<file path="config.mk">
export PLATFORM = sky130hd
export DESIGN_NAME = sha256_compress_core
export DESIGN_NICKNAME = d
export VERILOG_FILES = /design/src/rtl/sha256_compress_core.sv
export SDC_FILE = /design/constraint.sdc
export NUM_CORES = 2
export LEC_CHECK = 0
export BUFFER_PORTS_ARGS = -buffer_cell sky130_fd_sc_hd__buf_4
export CORE_MARGIN = 2
export CORE_UTILIZATION = 60
export CTS_CLUSTER_DIAMETER = 200
export DETAILED_ROUTE_END_ITERATION = 8
export GPL_TIMING_DRIVEN = 0
export PLACE_DENSITY = 0.82
export RECOVER_POWER = 100
export SYNTH_ARGS = -nofsm -noshare
export SYNTH_HDL_FRONTEND = slang
export SYNTH_SLANG_ARGS = --single-unit
</file>
<file path="constraint.sdc">
create_clock -name clk -period 35.1 [get_ports clk]
set_clock_uncertainty 0.15 [all_clocks]
set_input_delay 7.02 -clock clk [delete_from_list [all_inputs] [get_ports clk]]
set_output_delay 7.02 -clock clk [all_outputs]
set_load 0.01 [all_outputs]
</file>
<file path="src/rtl/sha256_compress_core.sv">
// SHA-256 compression core: one round per clock over an externally supplied W/K stream,
// followed by a single feed-forward add into the chaining value.
module sha256_compress_core #(
  parameter int ROUNDS = 64
) (
  input  logic         clk,
  input  logic         rst,
  input  logic         start,
  input  logic [255:0] in_hash,
  input  logic [31:0]  in_W,
  input  logic [31:0]  in_K,
  output logic [5:0]   out_round,
  output logic         busy,
  output logic         done,
  output logic [255:0] out_hash
);

  typedef enum logic [1:0] {
    S_IDLE  = 2'd0,
    S_ROUND = 2'd1,
    S_ADD   = 2'd2
  } state_t;

  localparam logic [5:0] LAST_ROUND = 6'(ROUNDS - 1);

  function automatic logic [31:0] big_sigma0(input logic [31:0] x);
    return {x[1:0], x[31:2]} ^ {x[12:0], x[31:13]} ^ {x[21:0], x[31:22]};
  endfunction

  function automatic logic [31:0] big_sigma1(input logic [31:0] x);
    return {x[5:0], x[31:6]} ^ {x[10:0], x[31:11]} ^ {x[24:0], x[31:25]};
  endfunction

  function automatic logic [31:0] ch(input logic [31:0] e, input logic [31:0] f,
                                     input logic [31:0] g);
    return (e & f) ^ (~e & g);
  endfunction

  function automatic logic [31:0] maj(input logic [31:0] a, input logic [31:0] b,
                                      input logic [31:0] c);
    return (a & b) ^ (a & c) ^ (b & c);
  endfunction

  // Working registers share the in_hash packing: lane 7 is A, lane 0 is H.
  state_t            state_q, state_d;
  logic [7:0][31:0]  wr_q, wr_d;
  logic [7:0][31:0]  hash_in_q, hash_in_d;
  logic [7:0][31:0]  out_hash_q, out_hash_d;
  logic [5:0]        round_q, round_d;
  logic              busy_q, busy_d;
  logic              done_q, done_d;
  logic [31:0]       t1_s, t2_s;

  // Next-state, round datapath and feed-forward add.
  always_comb begin
    state_d    = state_q;
    wr_d       = wr_q;
    hash_in_d  = hash_in_q;
    out_hash_d = out_hash_q;
    round_d    = round_q;
    busy_d     = busy_q;
    done_d     = 1'b0;

    t1_s = wr_q[0] + big_sigma1(wr_q[3]) + ch(wr_q[3], wr_q[2], wr_q[1]) + in_K + in_W;
    t2_s = big_sigma0(wr_q[7]) + maj(wr_q[7], wr_q[6], wr_q[5]);

    case (state_q)
      S_IDLE: begin
        if (start) begin
          wr_d      = in_hash;
          hash_in_d = in_hash;
          round_d   = 6'd0;
          busy_d    = 1'b1;
          state_d   = S_ROUND;
        end else begin
          busy_d  = 1'b0;
          state_d = S_IDLE;
        end
      end
      S_ROUND: begin
        wr_d = {t1_s + t2_s, wr_q[7], wr_q[6], wr_q[5],
                wr_q[4] + t1_s, wr_q[3], wr_q[2], wr_q[1]};
        if (round_q == LAST_ROUND) begin
          round_d = 6'd0;
          state_d = S_ADD;
        end else begin
          round_d = round_q + 6'd1;
        end
      end
      S_ADD: begin
        for (int i = 0; i < 8; i++) begin
          out_hash_d[i] = hash_in_q[i] + wr_q[i];
        end
        done_d  = 1'b1;
        busy_d  = 1'b0;
        state_d = S_IDLE;
      end
      default: begin
        round_d = 6'd0;
        busy_d  = 1'b0;
        state_d = S_IDLE;
      end
    endcase
  end

  // State and output registers; reset clears everything, aborting any block in flight.
  always_ff @(posedge clk or posedge rst) begin
    if (rst) begin
      state_q    <= S_IDLE;
      wr_q       <= '0;
      hash_in_q  <= '0;
      out_hash_q <= '0;
      round_q    <= 6'd0;
      busy_q     <= 1'b0;
      done_q     <= 1'b0;
    end else begin
      state_q    <= state_d;
      wr_q       <= wr_d;
      hash_in_q  <= hash_in_d;
      out_hash_q <= out_hash_d;
      round_q    <= round_d;
      busy_q     <= busy_d;
      done_q     <= done_d;
    end
  end

  assign out_round = round_q;
  assign busy      = busy_q;
  assign done      = done_q;
  assign out_hash  = out_hash_q;

endmodule

</file>
==> impl_metrics.py <==
metrics = {
    "placement": {
        "port_buffers": 586,
        "pre_cts_ws_ps": 20080,
        "dp_hpwl_um": 165000,
        "dpl_cell_area_mm2": 0.0574,
        "globalplace.congestion": 1.05,
    },
    "floorplan": {
        "core_area_mm2": 0.0850,
        "floorplan.initialDensity_pct": 60.4,
        "die_area_mm2": 0.0880,
        "die_h_um": 297,
        "rows": 107,
        "die_w_um": 297,
        "ios": 587,
    },
    "timing": {
        "drv_slew": 586,
        "grt_setup_unrepaired": "no",
        "fin_crit_sh_pct": 56.4,
        "tightestPinTransition_ps": 6660,
        "maxSlewHeadroom_pct": -344,
        "worst_slack_ps": 15310,
        "final-hold-violation-count": 0,
        "setup_viol": 0,
        "fmax_mhz": 50.5,
        "finalCriticalPeriod_ps": 19790,
    },
    "clocking": {
        "post_cts_buffers": 0,
        "holdBufCountCts": 0,
        "numCtsBuffers": 90,
        "clkTransAtPathRegs_ps": 60,
        "h-tree-depth": 3,
        "cts.sinks": 778,
        "cts_tree": "yes",
        "clk_latency_ps": 680,
        "cts-root-buf": "clkbuf_16",
        "clk_path_buf_depth": 3,
        "ctsResizeCount": 0,
    },
    "logic_synthesis": {
        "ys_dominant_reg_cell": "dfrtp_1",
        "synth_mux_area_share_pct": 0.899,
        "syn_nets": 6784,
        "synth_adder_area_share_pct": 13.6,
        "synth_compound_area_share_pct": 19.5,
        "synthSimpleGateAreaFrac_pct": 15.5,
        "syn_area_mm2": 0.0514,
        "synth_edf_count": 0,
        "ys_types": 73,
        "async_flop_share_pct": 100,
        "syn_avg_cell_area_um2": 8.58,
        "synth_top_family_by_area": "compound AO/OA/AOI/OAI gates",
        "syn_inst": 5986,
        "ys_seq_area_share_pct": 37.9,
        "ys_seq_elements": 778,
        "synth_xor_area_share_pct": 7.57,
        "synthesis.yosys.warnings": 0,
    },
    "detailed_routing": {
        "drt-initial-drc-count": 5569,
        "finalWirelength_um": 210000,
        "routed_via_density": 6.26,
        "drt_first_pass_iters": 6,
        "drc": 0,
        "ant_nets": 0,
        "vias": 49512,
        "avgRoutedWirePerCell_um": 26.5,
    },
    "cells_and_area": {
        "fill_cells": 6931,
        "layout_common_cells": "nand2_1 (1,442), dfrtp_1 (778), o21ai_0 (579)",
        "final_net_count": 7470,
        "drive_gt1_share_pct": 7.41,
        "fin_util_pct": 70.0,
        "final_area_mm2": 0.0595,
        "final_common_cell": "nand2_1",
        "area.growth.synth_to_final_pct": 15.9,
    },
    "setup_path": {
        "crit_arrival_ps": 18800,
        "cpMostUsedCell": "clkbuf_1",
        "crit_path_max_incr_delay_ps": 4960,
        "crit_fanout": 126,
        "slowest_stage": "clkbuf_1",
        "crit_path_cell_trace": "clkbuf_1, clkinvlp_2, clkbuf_1, clkbuf_1",
        "crit_path_end_kind": "async pin",
        "path_class": "in -> async",
        "cp.required_ps": 34110,
        "cp-start-kind": "primary input",
    },
    "grt": {
        "grt_pass1_vias": 47763,
        "grt_first_pass_wirelength_um": 302000,
        "grt.total_usage_pct": 47.2,
        "grt_max_degree": 127,
        "grt_overflow": 0,
        "antenna_found_initial": 27,
    },
    "worst_hold_path": {
        "hold_class": "reg -> reg",
    },
    "outcome": {
        "status": "complete, but fails checks",
        "violations": "capacitance limit, slew limit",
    },
    "flow_run": {
        "cap_violations": 16,
    },
}
metrics by stage:
| step | hold WS, ps | TNS, ps | cells |
|---|---|---|---|
| CTS | 332 | 0 | 7889 |
| detailed placement | 314 | 0 | 7724 |
| finish | 326 | 0 | 7908 |
| global route | 342 | 0 | 7894 |
| floorplan | 300 | 0 | 5986 |
| global placement | 310 | -1472110 | 7716 |
area by class of cell:
class | count | area, µm² | share of cell area [%]
multi-input combinational | 4514 | 29300 | 49.2
sequential | 778 | 19500 | 32.7
timing repair buffer | 594 | 3510 | 5.90
clock buffer | 126 | 2640 | 4.44
inverter | 393 | 1480 | 2.48
tap | 1144 | 1430 | 2.40
buffer | 301 | 1130 | 1.90
clock inverter | 39 | 556 | 0.933
antenna | 19 | 47.5 | 0.0799
routing by layer:
layer / track usage, % / part of all wire (%) / vias to the layer above
met2: 71.3 / 43 / 3043
li1: - / - / 21738
met3: 13.6 / 11 / 889
met5: 0 / 0.045 / -
met1: 57.2 / 36 / 23826
met4: 36.0 / 9.3 / 16
path summary, 6_finish.rpt:
kind | from | slack, ps | end | cells after the start
max in group clk | in_W[2] | 20500 | wr_q[255]$_DFFE_PP0P_ | 33
setup / recovery | rst | 15310 | hash_in_q[204]$_DFFE_PP0P_ | 4
hold / removal | out_hash[84]$_DFFE_PP0P_ | 330 | out_hash[84]$_DFFE_PP0P_ | 2
setup reg to reg | wr_q[122]$_DFFE_PP0P_ | 26040 | wr_q[255]$_DFFE_PP0P_ | 31
min in group asynchronous | rst | 7300 | out_hash[103]$_DFFE_PP0P_ | 2
hold reg to reg | out_hash[84]$_DFFE_PP0P_ | 330 | out_hash[84]$_DFFE_PP0P_ | 2
worst max-delay path, delay by kind of cell:
family / cells / cell delay, ps
buffers and inverters: 4 / 11570
sequential cells by signal (all words and copies together) (netlist names):
| register | flops |
|---|---|
| done | 1 |
| hash_in_q | 256 |
| state_q | 2 |
| out_hash | 256 |
| out_round | 6 |
| wr_q | 256 |
| busy | 1 |
cell families (layout without fill, tap and decap cells):
kind of cell | count (synthesis) | count (layout)
flops | 778 | 778
mux | 45 | 45
fa+ha+maj | 478 | 478
simple gates | 1931 | 1931
buf+inv | 694 | 1453
compound gates | 1616 | 1616
other cells | 0 | 19
xor+xnor | 444 | 444
cell usage after synthesis (all sizes together), types with 22 or more instances:
| cell type | n | area share (%) |
|---|---|---|
| a211oi | 31 | 0.46 |
| a21oi | 292 | 2.9 |
| o21bai | 35 | 0.51 |
| nand2 | 1442 | 11 |
| o22ai | 30 | 0.37 |
| ha | 342 | 8.3 |
| a21o | 198 | 2.9 |
| clkbuf | 289 | 2.1 |
| a31oi | 60 | 0.73 |
| inv | 393 | 2.9 |
| nor2 | 183 | 1.3 |
| and3 | 25 | 0.30 |
| nand4 | 27 | 0.33 |
| mux2i | 36 | 0.70 |
| fa | 133 | 5.2 |
| o31ai | 33 | 0.48 |
| xor2 | 192 | 3.3 |
| nor3 | 40 | 0.39 |
| xnor2 | 252 | 4.3 |
| nand2b | 49 | 0.60 |
| o21a | 48 | 0.70 |
| nor2b | 39 | 0.48 |
| o21ai | 581 | 5.7 |
| dfrtp | 778 | 38 |
| o211ai | 22 | 0.32 |
| a22oi | 200 | 2.9 |
| nand3 | 54 | 0.53 |
Power is not shown: default switching activity piles up to over one toggle a cycle in this logic, so the estimate is an artifact.
